### config.mk
export PLATFORM = sky130hd
export DESIGN_NAME = imm_encoder
export DESIGN_NICKNAME = d
export VERILOG_FILES = /design/src/rtl/imm_encoder.sv
export SDC_FILE = /design/constraint.sdc
export NUM_CORES = 1
export LEC_CHECK = 0
export CORE_MARGIN = 2
export CORE_UTILIZATION = 30
export DETAILED_ROUTE_END_ITERATION = 10
export PLACE_DENSITY_LB_ADDON = 0.2
export SYNTH_ARGS = -nofsm -noshare
export SYNTH_HDL_FRONTEND = slang
export SYNTH_SLANG_ARGS = --single-unit
### constraint.sdc
create_clock -name clk -period 1.3 [get_ports clk]
set_clock_uncertainty 0.05 [all_clocks]
set_input_delay 0.39 -clock clk [delete_from_list [all_inputs] [get_ports clk]]
set_output_delay 0.39 -clock clk [all_outputs]
set_load 0.03 [all_outputs]
### src/rtl/imm_encoder.sv
// RV32 immediate encoder: scatters an immediate into an I/S/B/J/U template word.
// Optional saturating error counter enabled by IMM_ENCODER_ERR_CNT_EN.
module imm_encoder #(
  parameter int ERR_CNT_W = 16
) (
  input  logic                 clk,
  input  logic                 rst_n,
  input  logic                 in_valid,
  output logic                 in_ready,
  input  logic [2:0]           imm_src,
  input  logic [31:0]          imm,
  input  logic [31:0]          base_inst,
  output logic                 out_valid,
  input  logic                 out_ready,
  output logic [31:0]          inst,
  output logic                 range_err,
  output logic [ERR_CNT_W-1:0] err_cnt
);

  localparam logic [2:0] SRC_I = 3'd0;
  localparam logic [2:0] SRC_S = 3'd1;
  localparam logic [2:0] SRC_B = 3'd2;
  localparam logic [2:0] SRC_J = 3'd3;
  localparam logic [2:0] SRC_U = 3'd4;

  logic        s1_valid;
  logic        s1_err;
  logic [2:0]  s1_src;
  logic [31:0] s1_imm;
  logic [31:0] s1_base;
  logic        s1_advance;

  logic        s2_valid;
  logic        s2_err;
  logic [31:0] s2_inst;

  logic        in_err;
  logic [31:0] pack;

  assign s1_advance = !s2_valid || out_ready;
  assign in_ready   = !s1_valid || s1_advance;

  // sign-extension checks: upper bits must all match the field's sign bit
  always_comb begin
    in_err = 1'b1;
    unique case (1'b1)
      (imm_src == SRC_I) || (imm_src == SRC_S):
        in_err = !(&imm[31:11] || ~|imm[31:11]);
      (imm_src == SRC_B):
        in_err = !(&imm[31:12] || ~|imm[31:12]) || imm[0];
      (imm_src == SRC_J):
        in_err = !(&imm[31:20] || ~|imm[31:20]) || imm[0];
      (imm_src == SRC_U):
        in_err = |imm[11:0];
      default:
        in_err = 1'b1;
    endcase
  end

  always_comb begin
    pack = s1_base;
    unique case (1'b1)
      (s1_src == SRC_I): begin
        pack[31:20] = s1_imm[11:0];
      end
      (s1_src == SRC_S): begin
        pack[31:25] = s1_imm[11:5];
        pack[11:7]  = s1_imm[4:0];
      end
      (s1_src == SRC_B): begin
        pack[31]    = s1_imm[12];
        pack[30:25] = s1_imm[10:5];
        pack[11:8]  = s1_imm[4:1];
        pack[7]     = s1_imm[11];
      end
      (s1_src == SRC_J): begin
        pack[31]    = s1_imm[20];
        pack[30:21] = s1_imm[10:1];
        pack[20]    = s1_imm[11];
        pack[19:12] = s1_imm[19:12];
      end
      (s1_src == SRC_U): begin
        pack[31:12] = s1_imm[31:12];
      end
      default: begin
        pack = s1_base;
      end
    endcase
  end

  always_ff @(posedge clk or negedge rst_n) begin
    if (!rst_n) begin
      s1_valid <= 1'b0;
      s1_err   <= 1'b0;
      s1_src   <= '0;
      s1_imm   <= '0;
      s1_base  <= '0;
    end else if (in_ready) begin
      s1_valid <= in_valid;
      if (in_valid) begin
        s1_err  <= in_err;
        s1_src  <= imm_src;
        s1_imm  <= imm;
        s1_base <= base_inst;
      end
    end
  end

  always_ff @(posedge clk or negedge rst_n) begin
    if (!rst_n) begin
      s2_valid <= 1'b0;
      s2_err   <= 1'b0;
      s2_inst  <= '0;
    end else if (s1_advance) begin
      s2_valid <= s1_valid;
      if (s1_valid) begin
        s2_err  <= s1_err;
        s2_inst <= pack;
      end
    end
  end

  assign out_valid = s2_valid;
  assign inst      = s2_inst;
  assign range_err = s2_err;

`ifdef IMM_ENCODER_ERR_CNT_EN
  logic [ERR_CNT_W-1:0] cnt;

  always_ff @(posedge clk or negedge rst_n) begin
    if (!rst_n) begin
      cnt <= '0;
    end else if (s2_valid && out_ready && s2_err && !(&cnt)) begin
      cnt <= cnt + ERR_CNT_W'(1);
    end
  end

  assign err_cnt = cnt;
`else
  assign err_cnt = '0;
`endif

endmodule
Word-level counts from Yosys, hierarchy flattened
Cells that the tools add are included.
{ "classes": {"eq_ne": 8, "mux": 5, "reduce_logical": 29} }
{ "ops": {"columns": ["cell", "count"], "rows": [
  ["$pmux W7 S4", 1],
  ["$reduce_or A12 Y1", 2],
  ["$reduce_and A21 Y1", 1],
  ["$reduce_or A21 Y1", 1],
  ["$reduce_and A20 Y1", 1],
  ["$reduce_or A20 Y1", 1],
  ["$pmux W5 S3", 1],
  ["$eq A3 B2 Y1 const B", 4],
  ["$reduce_and A12 Y1", 1],
  ["$pmux W5 S2", 1],
  ["$logic_not A1 Y1", 8],
  ["$logic_or A1 B1 Y1", 8],
  ["$mux W8", 1],
  ["$eq A3 B1 Y1 const B", 2],
  ["$eq A3 B3 Y1 const B", 2],
  ["$logic_not A3 Y1", 2],
  ["$pmux W1 S4", 1],
  ["$reduce_and A2 Y1", 2],
  ["$reduce_or A2 Y1", 2]
]} }
{ "totals": {"register_bits": 103, "in_bits": 71, "output_inout_bits": 51} }

Logic depth before layout (Yosys ltp)
{ "logic_depth": {"word_depth": 6, "ltp_mapped": 6, "depth_no_buf": 5} }

Least setup slack after synthesis
OpenSTA, ideal clock, no wires.
{ "synth_timing": {"kind": "register -> register", "start": "register s2_valid, in the netlist out_valid", "end": "register s1_imm[29]", "arrival_ps": 1728, "required_ps": 1125, "setup_slack_ps": -603, "stages_incl_launch_ff": 5, "cell_sequence": "dfrtp_1 nand3b_1 nand2_1 buf_2 mux2_2"} }
{ "synth_between": {"elab_chain_len": 4} }
{ "synth_rtl": {"columns": ["item", "line_no", "source"], "rows": [
  ["start, declared", "33", "logic s2_valid;"],
  ["start signal, assigned", "115", "s2_valid <= s1_valid;"],
  ["$logic_not A1 Y1", "40", "assign s1_advance = !s2_valid || out_ready;"],
  ["$logic_or A1 B1 Y1", "40", null],
  ["$logic_or A1 B1 Y1", "41", "assign in_ready = !s1_valid || s1_advance;"],
  ["named net in_ready", "9", "output logic in_ready,"],
  ["$reduce_and A2 Y1 (no line)", null, null],
  ["end signal, assigned", "103", "s1_imm <= imm;"],
  ["end, declared", "29", "logic [31:0] s1_imm;"]
]} }
The timed path passes the listed nets, and every way through them passes these cells.
A chain may end at the register's enable or synchronous reset.

Worst setup path after layout
{ "layout_timing": {"start": "register s2_valid, in the netlist out_valid", "end": "output in_ready"} }
{ "layout_between": {"elab_chain_len": 3} }
{ "layout_rtl": {"columns": ["item", "line_no"], "rows": [
  ["$logic_not A1 Y1", "40"],
  ["$logic_or A1 B1 Y1", "40"],
  ["$logic_or A1 B1 Y1", "41"],
  ["end, declared", "9"]
]} }
No other way between the ends.

==> impl.org <==
** Placed design
- # port buffers :: 105
- Routability congestion estimate :: 0.884
- Number of placed instances, taps included :: 713
- Detailed Place HPWL :: 9120 um

** Clock tree
- TritonCTS Sinks :: 103
- Number of CTS-inserted buffers :: 9
- Later-pin clock latency in the skew report :: 0.35 ns
- TritonCTS built the clock tree.
- The H-tree was split into 3 levels.
- The clock passes through at most 2 buffers.
- Clock tree synthesis selected as its root buffer the cell sky130_fd_sc_hd__clkbuf_16.
- Post-CTS clock slew at the launch and capture registers of the worst setup and hold paths :: 0.06 ns

** Detailed routing
- Across all layers, the routed design uses 3706 vias.
- First-iteration detailed-routing DRC count :: 116
- The first detailed-routing pass ran for 4 iterations.
- Detailed Route WL :: 13800 um
- Avg Vias per Cell :: 4.76
- Remaining antenna violation count after routing :: 0
- For this run, design rule violations remaining after detail routing come to 0.
- Routed WL per cell :: 17.7 um

** Power and ir drop
- Leakage :: 3.52 nW
- Overall power consumption after layout is estimated at 11.5 mW.
- The worst-case IR drop observed on VDD is 0.000738 V.
- Power density normalized to cell area :: 1470 nW/um2

** Layout
- At the end of the flow, the number of nets in the layout was 656.
- Layout Area Growth over Synthesis :: 68.7%
- The finished layout holds 778 standard cells, fillers aside.
- Number of diodes :: 0
- Layout cell share with drive strength beyond 1 :: 50.5%

** Synth
- In the synthesized netlist the async set-or-reset flop fraction comes to 100%.
- By area the synthesized netlist is led by sky130_fd_sc_hd__dfrtp_1 (56%), sky130_fd_sc_hd__mux2_2 (12%), sky130_fd_sc_hd__mux2_1 (5.8%).
- In this run the cell area of the synthesized design comes to 4630 um2.
- Counting flops with a built-in enable in the synthesized netlist gives 0.
- Flip-flop and latch count after synthesis :: 103
- The most used flip-flop cell after synthesis is sky130_fd_sc_hd__dfrtp_1.
- By count the netlist is led by sky130_fd_sc_hd__dfrtp_1 (103), sky130_fd_sc_hd__mux2_2 (51), sky130_fd_sc_hd__nand2_1 (40), sky130_fd_sc_hd__o21ai_1 (26), sky130_fd_sc_hd__mux2_1 (24).
- Cell type with the highest aggregate area in the netlist :: sky130_fd_sc_hd__dfrtp_1
- Synthesis produced 390 cells.
- Post-synthesis sequential area ratio :: 55.6%
- During synthesis, Yosys emitted a total of 0 warnings.
- After synthesis, the largest area contributor takes up 55.6% of total cell area.
- Most common cell in the synthesized netlist :: sky130_fd_sc_hd__dfrtp_1
- Synth unique cells :: 36
- Each instance of the synthesized netlist takes up on average 11.9 um2.

** GRT
- Tot GR Track Use :: 16.6%
- The initial antenna violation count came to 0.
- Aggregate global routing overflow :: 0
- Wire length of the first global-routing pass :: 20800 um
- Largest net degree at the start of global routing :: 26
- The via count of the first global-routing pass was 3887.

** STA
- Final hold slack :: 0.268 ns
- After layout, the worst setup slack is -0.272 ns.
- Dividing the final minimum period by the clock period gives 121%.
- F_max :: 636 MHz
- Setup repair after global routing could not meet its margin everywhere.
- Final min period :: 1.57 ns
- Final Setup Violations :: 136
- The count of final max-slew check failures is 0.
- Hold violation count in the final report :: 0

** Setup path
- Startpoint types :: flop
- The worst setup path is of the flop to output port kind.
- The worst setup path is captured at an output port.
- Worst Path Arrival :: 1.13 ns
- Along the worst path, the maximum fanout reaches 3.
- Required time of the critical path :: 0.86 ns

** Floorplan
- Overall die area :: 16400 um2
- Height of the die :: 128 um
- 122 I/O pins were placed.
- Initial Util :: 30.6%
- # rows :: 45
- Std-Cell Core Area :: 15100 um2
- From left edge to right edge, the die measures 128 um.

** Outcome
- Violations in the final reports :: setup timing
- Run status :: complete, but fails checks

** Flow run
- Max-cap violations in this run came to 0.

** Worst hold path
- The path class of the tightest hold or removal check is input pin to flop.
==> power breakdown <==
part,internal (mW),switching (mW),total [mW]
Combinational,2.43,1.93,4.36
Clock,1.65,1.17,2.82
Sequential,3.81,0.504,4.31
Total,7.89,3.60,11.5
==> area by class of cell <==
type | count | area [um2]
Clock buffer | 14 | 274
Clock inverter | 2 | 37.5
Fill cell | 1333 | 7330
Inverter | 2 | 7.51
Multi-Input combinational cell | 265 | 2380
Sequential cell | 103 | 2580
Tap cell | 188 | 235
Timing Repair Buffer | 204 | 2300
==> per-stage QoR <==
stage                     instance area, um2  setup slack, ns  util (%)  TNS, ns
final                                   7820           -0.272      51.6   -14.86
after floorplan                         4760           -0.418         -   -28.37
after global placement                  6340           -0.774      41.9   -53.67
after CTS                               7440           -0.258      49.1   -17.95
after detailed placement                6340           -0.810      41.9   -54.79
after global routing                    7820           -0.319      51.6   -21.19
==> cells by family (layout without fill, tap and decap cells) <==
kind of cell / after synthesis / after routing / synth area share, %
AO/OA/AOI/OAI: 69 / 69 / 8.83
XOR/XNOR: 1 / 1 / 0.189
buffers and inverters: 39 / 222 / 4.78
flip-flops: 103 / 103 / 55.6
multiplexers: 90 / 90 / 21.5
other: 1 / 16 / 0.0810
AND/OR/NAND/NOR: 87 / 89 / 9.00
==> timing repair <==
item | CTS | global route
gates cloned | 9 | 4
setup buffers | 31 | 13
hold buffers | 1 | 0
pin swaps | 30 | 27
setup endpoints to repair | 136 | 136
endpoints found under the hold margin | 15 | 0
resized for setup | 154 | 84
==> layout by cell type (no fill, tap or decap), types with 12 or more instances in the layout <==
| master | count |
|---|---|
| sky130_fd_sc_hd__dfrtp_1 | 100 |
| sky130_fd_sc_hd__buf_4 | 59 |
| sky130_fd_sc_hd__mux2_2 | 47 |
| sky130_fd_sc_hd__clkdlybuf4s50_1 | 44 |
| sky130_fd_sc_hd__buf_6 | 44 |
| sky130_fd_sc_hd__nand2_1 | 32 |
| sky130_fd_sc_hd__mux2_4 | 28 |
| sky130_fd_sc_hd__o21ai_1 | 28 |
| sky130_fd_sc_hd__buf_12 | 22 |
| sky130_fd_sc_hd__conb_1 | 16 |
| sky130_fd_sc_hd__mux2i_1 | 14 |
| sky130_fd_sc_hd__o21ai_2 | 12 |
| sky130_fd_sc_hd__clkbuf_16 | 12 |
==> worst max-delay path: stages, from the launching register on <==
cell and delay [ns]:
sky130_fd_sc_hd__dfrtp_2 0.42, sky130_fd_sc_hd__nand3b_1 0.12, sky130_fd_sc_hd__buf_4 0.13, sky130_fd_sc_hd__buf_6 0.12
==> layer usage <==
| layer | up-vias | wire (um) | global-route usage (%) |
|---|---|---|---|
| met5 | - | 0 | 0 |
| met4 | 0 | 284 | 5.88 |
| met3 | 18 | 621 | 3.80 |
| met2 | 103 | 6640 | 26.6 |
| met1 | 1835 | 6250 | 22.2 |
| li1 | 1750 | - | - |
==> state kept, by name (all words and copies together), names as in the netlist <==
signal     count
inst          32
out_valid      1
range_err      1
s1_base       32
s1_err         1
s1_imm        32
s1_src         3
s1_valid       1
==> final timing paths <==
| kind | cells past startpoint | from | slack, ns | endpoint |
|---|---|---|---|---|
| max in group asynchronous | 3 | rst_n | 0.29 | inst[3] |
| worst max-delay path | 3 | out_valid | -0.27 | in_ready |
| worst max register to register | 6 | out_valid | -0.23 | s1_imm[20] |
| worst min register to register | 2 | s1_err | 0.45 | s1_err |
| min in group asynchronous | 2 | rst_n | 0.46 | s1_imm[8] |
| worst min-delay path | 2 | imm[19] | 0.27 | s1_imm[19] |
(Power assumes the default switching activity.)
